**src/rtl/ltssm_pkg.sv**
```systemverilog
// Shared LTSSM definitions: receiver-detect state encoding, default timing, width helper.
package ltssm_pkg;

    typedef enum logic [2:0] {
        RXD_IDLE   = 3'd0,
        RXD_REQ    = 3'd1,
        RXD_WAIT   = 3'd2,
        RXD_SETTLE = 3'd3,
        RXD_GAP    = 3'd4,
        RXD_DONE   = 3'd5
    } rxd_state_e;

    localparam int unsigned RXD_TIMEOUT_DEF = 2000;
    localparam int unsigned RXD_SETTLE_DEF  = 16;
    localparam int unsigned RXD_RETRY_DEF   = 1;

    // Bits needed to hold values 0..n-1, never less than one bit.
    function automatic int unsigned cnt_width(input int unsigned n);
        return (n < 2) ? 1 : $clog2(n);
    endfunction

endpackage

```
**src/rtl/sat_counter.sv**
```systemverilog
// Saturating up-counter with synchronous clear and a terminal-count flag.
module sat_counter #(
    parameter int unsigned WIDTH = 4,
    parameter int unsigned LIMIT = 15
) (
    input  logic clk,
    input  logic rst,
    input  logic clr,
    input  logic en,
    output logic tc_c
);

    localparam logic [WIDTH-1:0] LIM = WIDTH'(LIMIT);

    logic [WIDTH-1:0] cnt;

    // Count up to LIMIT and hold there; clear has priority over enable.
    always_ff @(posedge clk) begin
        if (rst || clr) begin
            cnt <= '0;
        end else if (en && (cnt != LIM)) begin
            cnt <= cnt + WIDTH'(1);
        end
    end

    assign tc_c = (cnt == LIM);

endmodule

```
**src/rtl/rx_detect_ctrl.sv**
```systemverilog
// Receiver-detect sequencer: drives per-lane detect requests, qualifies the
// delayed response for stability, bounds each attempt with a timeout/retry.
module rx_detect_ctrl
    import ltssm_pkg::*;
#(
    parameter int unsigned WIDTH          = 4,
    parameter int unsigned TIMEOUT_CYCLES = RXD_TIMEOUT_DEF,
    parameter int unsigned SETTLE_CYCLES  = RXD_SETTLE_DEF,
    parameter int unsigned RETRY_MAX      = RXD_RETRY_DEF
) (
    input  logic             clk,
    input  logic             rst,
    input  logic             start,
    input  logic [WIDTH-1:0] lane_mask,
    output logic [WIDTH-1:0] det_req,
    input  logic [WIDTH-1:0] det_resp,
    output logic             busy,
    output logic             done,
    output logic [WIDTH-1:0] lanes_found,
    output logic             timeout
);

    localparam int unsigned TMO_W = cnt_width(TIMEOUT_CYCLES);
    localparam int unsigned SET_W = cnt_width(SETTLE_CYCLES + 1);
    localparam int unsigned RTY_W = cnt_width(RETRY_MAX + 1);

    rxd_state_e       state_q, state_d;
    logic [WIDTH-1:0] mask_q, mask_d;
    logic [WIDTH-1:0] snap_q, snap_d;
    logic [RTY_W-1:0] retry_q, retry_d;
    logic [WIDTH-1:0] lanes_d;
    logic             timeout_d;
    logic [WIDTH-1:0] resp_m;
    logic             tmo_clr, tmo_en, tmo_tc;
    logic             set_clr, set_en, set_tc;
    logic             attempt_end;

    // Attempt timer: zero in REQ, counts through REQ/WAIT/SETTLE.
    sat_counter #(.WIDTH(TMO_W), .LIMIT(TIMEOUT_CYCLES - 1)) u_tmo_cnt (
        .clk  (clk),
        .rst  (rst),
        .clr  (tmo_clr),
        .en   (tmo_en),
        .tc_c (tmo_tc)
    );

    // Stability timer: counts consecutive unchanged cycles in SETTLE.
    sat_counter #(.WIDTH(SET_W), .LIMIT(SETTLE_CYCLES - 1)) u_set_cnt (
        .clk  (clk),
        .rst  (rst),
        .clr  (set_clr),
        .en   (set_en),
        .tc_c (set_tc)
    );

    assign resp_m = det_resp & mask_q;

    // Next-state, counter control and result computation.
    always_comb begin
        state_d     = state_q;
        mask_d      = mask_q;
        snap_d      = snap_q;
        retry_d     = retry_q;
        lanes_d     = lanes_found;
        timeout_d   = timeout;
        tmo_clr     = 1'b1;
        tmo_en      = 1'b0;
        set_clr     = 1'b1;
        set_en      = 1'b0;
        attempt_end = 1'b0;

        case (state_q)
            RXD_IDLE: begin
                if (start) begin
                    mask_d    = lane_mask;
                    snap_d    = '0;
                    retry_d   = '0;
                    lanes_d   = '0;
                    timeout_d = 1'b0;
                    state_d   = (lane_mask != '0) ? RXD_REQ : RXD_DONE;
                end
            end
            RXD_REQ: begin
                tmo_clr = 1'b0;
                tmo_en  = 1'b1;
                state_d = RXD_WAIT;
            end
            RXD_WAIT: begin
                tmo_clr = 1'b0;
                tmo_en  = 1'b1;
                if (tmo_tc) begin
                    attempt_end = 1'b1;
                end else if (resp_m != '0) begin
                    snap_d  = resp_m;
                    state_d = RXD_SETTLE;
                end
            end
            RXD_SETTLE: begin
                tmo_clr = 1'b0;
                tmo_en  = 1'b1;
                if (resp_m != snap_q) begin
                    snap_d = resp_m;
                    attempt_end = tmo_tc;
                end else begin
                    set_clr = 1'b0;
                    set_en  = 1'b1;
                    if (set_tc) begin
                        // Settle completion wins over a same-cycle timeout.
                        lanes_d   = snap_q;
                        timeout_d = 1'b0;
                        state_d   = RXD_DONE;
                    end else begin
                        attempt_end = tmo_tc;
                    end
                end
            end
            RXD_GAP: begin
                snap_d  = '0;
                state_d = RXD_REQ;
            end
            RXD_DONE: begin
                state_d = RXD_IDLE;
            end
            default: begin
                state_d = RXD_IDLE;
            end
        endcase

        // Expired attempt: retry through GAP or finish with timeout flagged.
        if (attempt_end) begin
            if (retry_q < RTY_W'(RETRY_MAX)) begin
                retry_d = retry_q + RTY_W'(1);
                state_d = RXD_GAP;
            end else begin
                lanes_d   = snap_d;
                timeout_d = 1'b1;
                state_d   = RXD_DONE;
            end
        end
    end

    // State, working registers and registered outputs.
    always_ff @(posedge clk) begin
        if (rst) begin
            state_q     <= RXD_IDLE;
            mask_q      <= '0;
            snap_q      <= '0;
            retry_q     <= '0;
            det_req     <= '0;
            busy        <= 1'b0;
            done        <= 1'b0;
            lanes_found <= '0;
            timeout     <= 1'b0;
        end else begin
            state_q     <= state_d;
            mask_q      <= mask_d;
            snap_q      <= snap_d;
            retry_q     <= retry_d;
            det_req     <= ((state_d == RXD_REQ) || (state_d == RXD_WAIT) ||
                            (state_d == RXD_SETTLE)) ? mask_d : '0;
            busy        <= (state_d != RXD_IDLE);
            done        <= (state_d == RXD_DONE);
            lanes_found <= lanes_d;
            timeout     <= timeout_d;
        end
    end

endmodule
```
**config.mk**
```make
export PLATFORM = sky130hd
export DESIGN_NAME = rx_detect_ctrl
export DESIGN_NICKNAME = d
export VERILOG_FILES = /design/src/rtl/ltssm_pkg.sv /design/src/rtl/sat_counter.sv /design/src/rtl/rx_detect_ctrl.sv
export SDC_FILE = /design/constraint.sdc
export NUM_CORES = 1
export LEC_CHECK = 0
export ABC_AREA = 1
export CAP_MARGIN = 0
export CORE_MARGIN = 8
export CORE_UTILIZATION = 50
export CTS_BUF_LIST = sky130_fd_sc_hd__clkbuf_8
export DETAILED_ROUTE_END_ITERATION = 10
export PLACE_DENSITY = 0.77
export SLEW_MARGIN = 20
export SYNTH_ARGS = -nofsm -noshare
export SYNTH_HDL_FRONTEND = slang
export SYNTH_SLANG_ARGS = --single-unit
```
**constraint.sdc**
```tcl
create_clock -name clk -period 4.4 [get_ports clk]
set_input_delay 0.88 -clock clk [delete_from_list [all_inputs] [get_ports clk]]
set_output_delay 0.88 -clock clk [all_outputs]
set_load 0.005 [all_outputs]
```
# Word level (Yosys, flattened, before mapping)
# Index checks and enable logic that the tools add are counted.
# op_classes
n_addsub	3
n_lt_le_gt_ge	1
eq_ne	13
muxes	42
bitwise_logic	2
reduce_logical	12
# op_table
op	n
2-to-1 mux 4 bit	11
2-to-1 mux 3 bit	7
2-to-1 mux 1 bit	19
case mux 4 bit (4 select lines)	1
case mux 3 bit (5 select lines)	1
== test 3 x 2 -> 1 bit (second input constant)	4
adder 11 x 1 -> 11 bit (second input constant)	1
== test 11 bit (second input constant)	1
!= test 11 bit (second input constant)	1
case mux 4 bit (2 select lines)	1
nonzero test 4 bit	2
== test 3 x 1 -> 1 bit (second input constant)	2
== test 3 bit (second input constant)	2
adder 5 x 1 -> 5 bit (second input constant)	1
== test 5 x 4 -> 1 bit (second input constant)	1
!= test 5 x 4 -> 1 bit (second input constant)	1
AND 4 bit	1
logical OR 1 bit	4
!= test 4 bit	1
case mux 1 bit (2 select lines)	2
zero test 3 bit	1
nonzero test 3 bit	1
OR reduction 3 bit	1
logical AND 1 bit	2
4 further kinds	4
# word_totals
register_bits	39
inputBits	11
out_inout_bits	11
elab_cells	84

# Depth between registers and ports, before layout
# Gate-level depths: netlist (run 1).
# depth
depth_word	11
depth_mapped	13

# Cells and area by module
# Synthesis (run 1) repeated with hierarchy kept, for this count alone.
# hier_totals
hier_cells	279
area_unflattened_um2	2089.5
# by_module_without_submodules
module	instances	cells_each	area_each_um2
rx_detect_ctrl	1	159	1231.2
sat_counter (u_tmo_cnt)	1	86	588.1
sat_counter (u_set_cnt)	1	34	270.3

# Least setup slack after synthesis (run 1)
# OpenSTA, ideal clock, no wires.
# synth_path
path_type	input -> register
startpoint	in det_resp[2]
endpoint	reg det_req[0]
arrival_time_ns	1.747
required_ns	4.289
setup_slack_ns	2.541
path_stages	12
path_buffers	0
path_cell_list	nand2_1 > inv_1 > nand2_1 > nand2_1 > nor2_4 > nand3b_2 > nand2_2 > nand2_1 > nand2_2 > nand2_2 > nand2_2 > nor2_1
# synth_between
elab_chain_cells	11
# synth_lines
element	line	source
from (decl)	rx_detect_ctrl.sv:16	input logic [WIDTH-1:0] det_resp,
AND 4 bit *	rx_detect_ctrl.sv:56	assign resp_m = det_resp & mask_q;
nonzero test 4 bit	rx_detect_ctrl.sv:93	end else if (resp_m != '0) begin
2-to-1 mux 3 bit	rx_detect_ctrl.sv:93	
2-to-1 mux 3 bit	rx_detect_ctrl.sv:91	if (tmo_tc) begin
case mux 3 bit (5 select lines)	rx_detect_ctrl.sv:72	case (state_q)
2-to-1 mux 3 bit *	rx_detect_ctrl.sv:130	if (attempt_end) begin
== test 3 x 1 -> 1 bit or == test 3 x 2 -> 1 bit (tied branches)	rx_detect_ctrl.sv:159	det_req <= ((state_d == RXD_REQ) || (state_d == RXD_WAIT) ||
logical OR 1 bit	rx_detect_ctrl.sv:159	
logical OR 1 bit *	rx_detect_ctrl.sv:159	
NOT 1 bit (no line) *	n/a	
OR reduction 2 bit (no line) *	n/a	
to (signal assigned)	rx_detect_ctrl.sv:159	
to (decl)	rx_detect_ctrl.sv:15	output logic [WIDTH-1:0] det_req,
# Mark *: on every way between the ends. The rest lies on a longest branch, timed or not.
# A chain may end at the register's enable or synchronous reset.

# Final worst setup path (run 1)
# layout_path
startpoint	in rst
endpoint	reg u_tmo_cnt.cnt[2]
# layout_between
elab_chain_cells	1
# layout_lines
element	line	source
from (decl)	rx_detect_ctrl.sv:12	input logic rst,
logical OR 1 bit	sat_counter.sv:19	if (rst || clr) begin
to (signal assigned)	sat_counter.sv:22	cnt <= cnt + WIDTH'(1);
to (decl)	sat_counter.sv:15	logic [WIDTH-1:0] cnt;
# No other way between the ends.

==> metrics.yaml, run 1 <==
wl_per_cell_microns: 11.4
antenna_found_initial: 0
layout.nets: 320
grt_max_degree: 14
critPathRequiredTime_ps: 4620
hold_class: "register to register"
num_rows: 23
async_flop_share_pct: 0
clock-root-buffer: "clkbuf_8"
syn-num-nets: 295
ys_seq_elements: 39
clk_latency_ps: 290
syn_area_per_cell_sq_um: 7.15
startpoint_type: "input pin"
grt-ovfl-total: 0
dp_slack_ps: 1860
register_area_sq_um: 781
cp.arrival_ps: 2470
first_pass_iters: 4
ys.warnings.count: 0
synth_seq_area_share_pct: 38.9
worst_hold_slack_ps: 481
final.fill_count: 363
cts_hold_buf: 0
area_growth_pct: 18.8
vdd_drop_max_uv: 269
status: "completed"
cts_resized: 0
path_class: "input pin to register"
postLayoutCoreUtil_pct: 60.5
h-tree-depth: 2
fmax_mhz: 444
postCtsSetupBuffers: 0
finalMaxSlewViolations: 0
worstPathCellList: "clkdlybuf4s50_1, inv_1, nand2_1, nor3b_1"
multi_input_area_sq_mm: 0.00106
start_util_pct: 50.9
setup_violations: 0
syn_inst: 281
worstSetupEndpointType: "register"
ant_nets: 0
drc_errors: 0
syn_area_sq_mm: 0.00201
period_share_pct: 51.2
cts_buffer_depth: 2
maxCapViolCount: 0
holdPathStages: 2
p_per_area_mw_per_mm2: 339
fin_crit_ps: 2250
max_slew_margin_pct: 66.6
die-area_sq_mm: 0.00630
worst_slew_pin_slew_ps: 500
grt.total_usage_pct: 14.0
wl_microns: 4060
path_clk_slew_ps: 80
die-width_microns: 79.4
place_congestion: 0.831
rsz0062_at_grt: "no"
finalSetupTns_ps: 0
critical_path.max_stage_delay_ps: 660
setup_ws_ps: 2150
grt_pass1_vias: 1675
dr.first_iter.drc_count: 146
tritoncts: "done"
synth_ff_type: "dfxtp_1"
drive_gt1_share_pct: 16.0
hold_violations: 0
grt_pass1_wl_microns: 7180
die_h_microns: 79.4
cts_made_buffers: 5
ios: 22
core_area_sq_mm: 0.00394
cp_slowest_cell: "clkdlybuf4s50_1"
p_leak_nw: 1.00
dp_hpwl_microns: 3110
num_antenna_cells: 0
numClockSinks: 39
cp_max_fo: 13
synth.distinct_cells: 30
vias: 1747
r2r_cells: 12
synth-edff-count: 0
vias_per_cell: 4.89
fin_skew_ps: 7.07
port_buffers: 21
final_cell_mix: "nand2_1 (58), nor2_1 (43), dfxtp_1 (39), inv_1 (33), clkdlybuf4s50_1 (21)"
final_common_cell: "nand2_1"
synthesized netlist by cell type, types with 4 or more instances:
cell	instances	share of area (%)
a21oi_1	15	3.7
dfxtp_1	39	39
inv_1	33	6.2
inv_2	7	1.3
nand2_1	58	11
nand2_2	9	2.8
nand2_4	4	2.2
nand3_1	17	4.2
nand3_2	5	2.5
nor2_1	43	8.0
nor2_2	7	2.2
nor2_4	4	2.2
o21ai_0	11	2.7
xor2_1	5	2.2
per-layer routing:
layer  wire length, microns  global-route usage, %
met4                     66                   6.30
met3                    179                   4.05
met1                   1820                   15.5
met2                   1990                   24.2
met5                      0                      0
sequential cells by signal (all words and copies together), names as in the netlist, 3 cells and up:
signal and cells:
u_tmo_cnt.cnt 11, u_set_cnt.cnt 5, det_req 4, lanes_found 4
mask_q 4, snap_q 4, state_q 3
final timing paths:
kind / end / startpoint / slack, ps
worst max-delay path: u_tmo_cnt.cnt[2] / rst / 2150
worst min register to register: u_tmo_cnt.cnt[9] / u_tmo_cnt.cnt[9] / 480
worst min-delay path: u_tmo_cnt.cnt[9] / u_tmo_cnt.cnt[9] / 480
worst max register to register: det_req[1] / u_set_cnt.cnt[0] / 2400
kinds of logic after synthesis:
| kind of cell | Yosys count | synth area share, % |
|---|---|---|
| fa+ha+maj | 3 | 1.87 |
| buf+inv | 43 | 8.10 |
| compound gates | 30 | 7.79 |
| mux | 2 | 0.997 |
| xor+xnor | 5 | 2.18 |
| flops | 39 | 38.9 |
| simple gates | 159 | 40.2 |
power breakdown:
| part | switching, mW | internal [mW] |
|---|---|---|
| clock network | 0.125 | 0.183 |
| logic | 0.0770 | 0.0478 |
| registers | 0.00920 | 0.366 |
| total | 0.211 | 0.598 |
per-stage QoR:
step | power (mW) | instances | area (sq um)
floorplan | 0.468 | 281 | 2010
global placement | 0.508 | 349 | 2270
detailed placement | 0.509 | 349 | 2270
CTS | 0.817 | 357 | 2390
global route | 0.846 | 357 | 2390
finish | 0.809 | 357 | 2390
critical path: cells and delay by family:
| kind | cells | cell delay, ps |
|---|---|---|
| buf+inv | 2 | 1010 |
| simple gates | 2 | 570 |
cell type report:
| type | count | area share (%) |
|---|---|---|
| multi-input combinational | 199 | 44.6 |
| tap | 50 | 2.62 |
| timing repair buffer | 21 | 8.81 |
| sequential | 39 | 32.7 |
| clock buffer | 6 | 3.46 |
| clock inverter | 2 | 1.47 |
| inverter | 40 | 6.29 |
Power figures use the tool's default switching activity.
==> run 2: changes to the inputs <==
- clock period: 4.4 -> 2.15 ns (I/O delays scaled with it)
==> metrics.yaml, run 2 (same netlist as run 1, synthesis figures left out) <==
place_congestion: 0.880
h-tree-depth: 2
start_util_pct: 50.9
num_antenna_cells: 0
grt.total_usage_pct: 14.5
cts_resized: 0
p_switching_mw: 0.444
reg2reg_to: "det_req[2]"
vdd_drop_max_uv: 443
grt-ovfl-total: 0
area_growth_pct: 19.7
dr.first_iter.drc_count: 97
worst_slew_pin_slew_ps: 378
tritoncts: "done"
hold_end: "u_tmo_cnt.cnt[7]"
critPathRequiredTime_ps: 2350
final.fill_count: 357
num_rows: 23
cp_slowest_cell: "dfxtp_1"
r2r_cells: 12
vias: 1793
drive_gt1_share_pct: 16.8
status: "completed"
first_pass_iters: 4
startpoint_type: "register"
clk_latency_ps: 290
place.detailed.instances: 352
final_common_cell: "nand2_1"
cp_max_fo: 4
r2r_slack_ps: 310
finalMaxSlewViolations: 0
finalSetupTns_ps: 0
grt_pass1_wl_microns: 7380
vias_per_cell: 4.98
core_area_sq_mm: 0.00394
crit_top_cell: "nand2_2"
die_h_microns: 79.4
die-area_sq_mm: 0.00630
critical_path.max_stage_delay_ps: 370
fmax_mhz: 544
worstPathCellList: "ha_1, nand2_1, nor2_1, ha_1, nand2_1, nand3b_2, nand2_2, nand2_1, nand2_2, nand2_2, nand2_2, nor2_1"
p_clk_share_pct: 37.2
p_seq_share_pct: 46.9
stdcell_count: 360
drc_errors: 0
p_leak_nw: 1.02
numClockSinks: 39
holdPathStages: 2
r2r-start: "u_set_cnt.cnt[0]"
power.internal_mw: 1.20
holdCritStartpoint: "u_tmo_cnt.cnt[7]"
grt_max_degree: 14
maxCapViolCount: 0
cts_buffer_depth: 2
top_register: "u_tmo_cnt.cnt"
cp.arrival_ps: 2040
wl_per_cell_microns: 11.9
max_slew_margin_pct: 74.7
cts_hold_buf: 0
clock-root-buffer: "clkbuf_8"
layout.nets: 323
hold_violations: 0
wl_microns: 4290
ant_nets: 0
path_class: "register to register"
largest_reg_flops: 11
die-width_microns: 79.4
fin_skew_ps: 7.96
setup_violations: 0
path_clk_slew_ps: 80
hold_class: "register to register"
p_per_area_mw_per_mm2: 682
worstSetupEndpointType: "register"
postCtsSetupBuffers: 0
dp_hpwl_microns: 3280
cts_made_buffers: 5
port_buffers: 21
period_share_pct: 85.6
p_sw_share_pct: 27.1
antenna_found_initial: 0
fin_crit_ps: 1840
ios: 22
largest_registers: "u_tmo_cnt.cnt: 11 flops, u_set_cnt.cnt: 5 flops"
power.combinational.fraction_pct: 15.9
rsz0062_at_grt: "no"
final_cell_mix: "nand2_1 (58), nor2_1 (43), dfxtp_1 (39), inv_1 (33), clkdlybuf4s50_1 (21)"
grt_pass1_vias: 1776
run 2: cell count changes in the layout (fill, tap and decap cells not counted):
cell / before / now
buf_4: 0 / 3
clkinv_4: 0 / 1
clkbuf_8: 6 / 5
run 2: worst max-delay path by stage:
stage                                 from             end  slack [ps]  cells past startpoint
after detailed placement       det_resp[1]      det_req[2]         130                     10
after CTS                 u_set_cnt.cnt[0]      det_req[1]         290                     12
final                     u_set_cnt.cnt[0]      det_req[2]         310                     12
after global placement         det_resp[3]  lanes_found[0]         180                     10
after global routing      u_set_cnt.cnt[0]      det_req[1]         120                     12
after floorplan           u_set_cnt.cnt[0]      det_req[0]         430                     13
run 2: critical path, delay by kind of cell (launching register included):
kind          cells  cell delay [ps]
simple gates     10              950
fa+ha+maj         2              420
flops             1              370
run 2: routing by layer:
metal  GRT usage, %  routed length, microns  up-vias  share of wire [%]
li1               -                       -      935                  -
met2           25.2                    2090       37                 49
met3           4.62                     223        9                5.2
met4           7.96                     106        0                2.5
met1           15.3                    1870      812                 44
met5              0                       0        -                  0
run 2: power groups by stage:
stage          Combinational [mW]  Clock [mW]  Sequential [mW]
6_report                    0.261       0.610            0.769
3_3_place_gp                0.255           0            0.787
3_5_place_dp                0.261           0            0.785
5_1_grt                     0.289       0.641            0.772
4_1_cts                     0.262       0.621            0.769
2_1_floorplan               0.176           0            0.782
run 2: area by class of cell:
cell class | count | area [sq um] | area share (%)
Multi-Input combinational cell | 199 | 1060 | 44.3
Sequential cell | 39 | 781 | 32.5
Timing Repair Buffer | 24 | 233 | 9.68
Inverter | 40 | 150 | 6.25
Clock buffer | 5 | 68.8 | 2.86
Tap cell | 50 | 62.6 | 2.60
Clock inverter | 3 | 43.8 | 1.82
run 2: per-stage QoR:
stage               cell area, sq um  worst slack [ps]  power [mW]  hold slack, ps  utilization [%]
global route                    2400               118        1.70             514             61.0
detailed placement              2290               126        1.05             473             58.1
finish                          2400               310        1.64             486             61.0
floorplan                       2010               431       0.958             447                -
global placement                2290               177        1.04             462             58.1
CTS                             2400               293        1.65             485             61.0
==> run 3: changes to the inputs <==
- SYNTH_HIERARCHICAL: unset -> 1
==> metrics.yaml, run 3 <==
status: "completed"
cts_buffer_depth: 2
largest_registers: "u_tmo_cnt/cnt: 11 flops, u_set_cnt/cnt: 5 flops"
port_buffers: 21
syn_area_sq_mm: 0.00209
path_clk_slew_ps: 70
top_usage_layer: "met2"
use_met3_pct: 4.46
cp_slowest_cell: "dfxtp_1"
finalSetupTns_ps: 0
synth_common_cells: "nand2_1 (49), nor2_1 (40), dfxtp_1 (39)"
final_area_sq_mm: 0.00252
p_seq_share_pct: 44.1
vias_per_cell: 4.93
power.combinational.fraction_pct: 14.5
yosysTopAreaCellShare_pct: 37.4
dr.first_iter.drc_count: 91
ant_nets: 0
grt_pass1_vias: 1646
p_sw_share_pct: 24.3
largest_reg_flops: 11
synth-edff-count: 0
register_area_sq_um: 782
h-tree-depth: 2
ios: 22
yosysMostFrequentCell: "nand2_1"
period_share_pct: 91.1
cp.arrival_ps: 2150
dp_hpwl_microns: 3220
max_slew_margin_pct: 80.7
hold_class: "register to register"
cts_made_buffers: 5
p_per_area_mw_per_mm2: 687
p_clk_share_pct: 41.4
critPathRequiredTime_ps: 2340
die-width_microns: 80.6
synth_ff_type: "dfxtp_1"
grt-ovfl-total: 0
hold_violations: 0
die-area_sq_mm: 0.00650
use_met1_pct: 14.6
finalPower_mw: 1.73
worstPathCellList: "ha_1, nand2_1, nor2_4, nand3_4, inv_1, inv_1, nor2_2, nand3_2, o21ai_0, nor2_1"
ys_seq_elements: 39
setup_violations: 0
syn-num-nets: 293
syn_area_per_cell_sq_um: 7.49
power.internal_mw: 1.31
top_register: "u_tmo_cnt/cnt"
fin_skew_ps: 6.01
core_area_sq_mm: 0.00400
finalMaxSlewViolations: 0
startpoint_type: "register"
critical_path.max_stage_delay_ps: 380
yosysTopAreaCell: "dfxtp_1"
maxCapViolCount: 0
wl_microns: 4100
clock-root-buffer: "clkbuf_8"
worstSetupEndpointType: "register"
grt_pass1_wl_microns: 7060
async_flop_share_pct: 0
met2_usage_pct: 24.1
crit_top_cell: "inv_1"
die_h_microns: 80.6
vdd_drop_max_uv: 347
vias: 1781
num_antenna_cells: 0
syn_inst: 279
tritoncts: "done"
clk_latency_ps: 290
path_class: "register to register"
synth.distinct_cells: 30
fin_crit_ps: 1960
final.fill_count: 359
wl_per_cell_microns: 11.4
cp_max_fo: 9
num_rows: 23
worst_slew_pin_slew_ps: 288
multi_input_area_sq_mm: 0.00114
rsz0062_at_grt: "no"
start_util_pct: 52.2
drc_errors: 0
placed_cell_area_sq_mm: 0.00239
fmax_mhz: 511
final_common_cell: "nand2_1"
first_pass_iters: 4
p_switching_mw: 0.421
final_cell_mix: "nand2_1 (49), nor2_1 (40), dfxtp_1 (38), inv_1 (37), clkdlybuf4s50_1 (21)"
layout.nets: 324
area_growth_pct: 20.7
antenna_found_initial: 0
grt_max_degree: 13
ys.warnings.count: 6
drive_gt1_share_pct: 18.6
place_congestion: 0.863
p_leak_nw: 1.03
grt.total_usage_pct: 13.8
synth_seq_area_share_pct: 37.4
synth_area_leaders: "dfxtp_1 (37%), nand2_1 (8.8%), nor2_1 (7.2%)"
numClockSinks: 39
[run 3: cell count changes after synthesis, moves of 3 or more]
cell,previous run,this run
nand2_1,58,49
nand4_1,2,8
inv_2,7,3
nand3_4,0,4
xor2_1,5,1
a21oi_1,15,18
inv_1,33,36
nand3_2,5,2
nor2_1,43,40
nor2_2,7,10
[run 3: cell type report]
cell class / count / area share, %
clock inverter: 3 / 2.53
multi-input combinational: 197 / 45.2
sequential: 39 / 31.0
tap: 50 / 2.48
clock buffer: 5 / 2.73
timing repair buffer: 26 / 9.82
inverter: 41 / 6.20
[run 3: through the flow]
stage | setup slack [ps] | hold slack, ps | instances | utilization, %
4_1_cts | 172 | 480 | 361 | 63.0
3_3_place_gp | 63.0 | 456 | 353 | 59.7
3_5_place_dp | 2.46 | 468 | 353 | 59.7
6_report | 192 | 487 | 361 | 63.1
2_1_floorplan | 393 | 443 | 279 | -
5_1_grt | 20.5 | 511 | 361 | 63.1
[run 3: logic make-up (layout without fill, tap and decap cells)]
group	after synthesis	count (layout)	share of synthesized area, %
adders and majority gates	3	3	1.80
AOI/OAI and AO/OA	35	35	8.98
and+or+nand+nor	155	155	41.9
buffers and inverters	43	75	8.02
DFF	39	39	37.4
muxes	3	3	1.50
xor gates and xnor gates	1	1	0.419
[run 3: what timing repair did]
| action | CTS | global route |
|---|---|---|
| resized for setup | 0 | 1 |
| setup endpoints to repair | 0 | 2 |
| buffers inserted | 0 | 0 |
| hold buffers | 0 | 0 |
[run 3: worst paths after layout]
check | from | to | slack, ps | depth (start not counted)
worst min register to register | u_tmo_cnt/cnt[6] | u_tmo_cnt/cnt[6] | 490 | 1
worst min-delay path | u_tmo_cnt/cnt[6] | u_tmo_cnt/cnt[6] | 490 | 1
worst max register to register | u_tmo_cnt/cnt[1] | lanes_found[1] | 190 | 10
worst max-delay path | u_tmo_cnt/cnt[1] | lanes_found[1] | 190 | 10
[run 3: worst max-delay path: cells and delay by family, from the launching register on]
kind                       cells  cell delay [ps]
DFF                            1              380
AOI/OAI and AO/OA              1              220
and+or+nand+nor                6              860
adders and majority gates      1              230
buffers and inverters          2              160
[run 3: power by group through the flow]
stage | registers [mW] | clock network, mW | logic [mW]
global route | 0.767 | 0.777 | 0.277
CTS | 0.763 | 0.731 | 0.254
finish | 0.764 | 0.717 | 0.251
detailed placement | 0.780 | 0 | 0.252
global placement | 0.779 | 0 | 0.250
floorplan | 0.778 | 0 | 0.171
[run 3: per-layer routing]
layer / wire length (microns) / vias up
li1: - / 951
met1: 1740 / 798
met2: 2090 / 26
met3: 188 / 6
met4: 78 / 0
met5: 0 / -
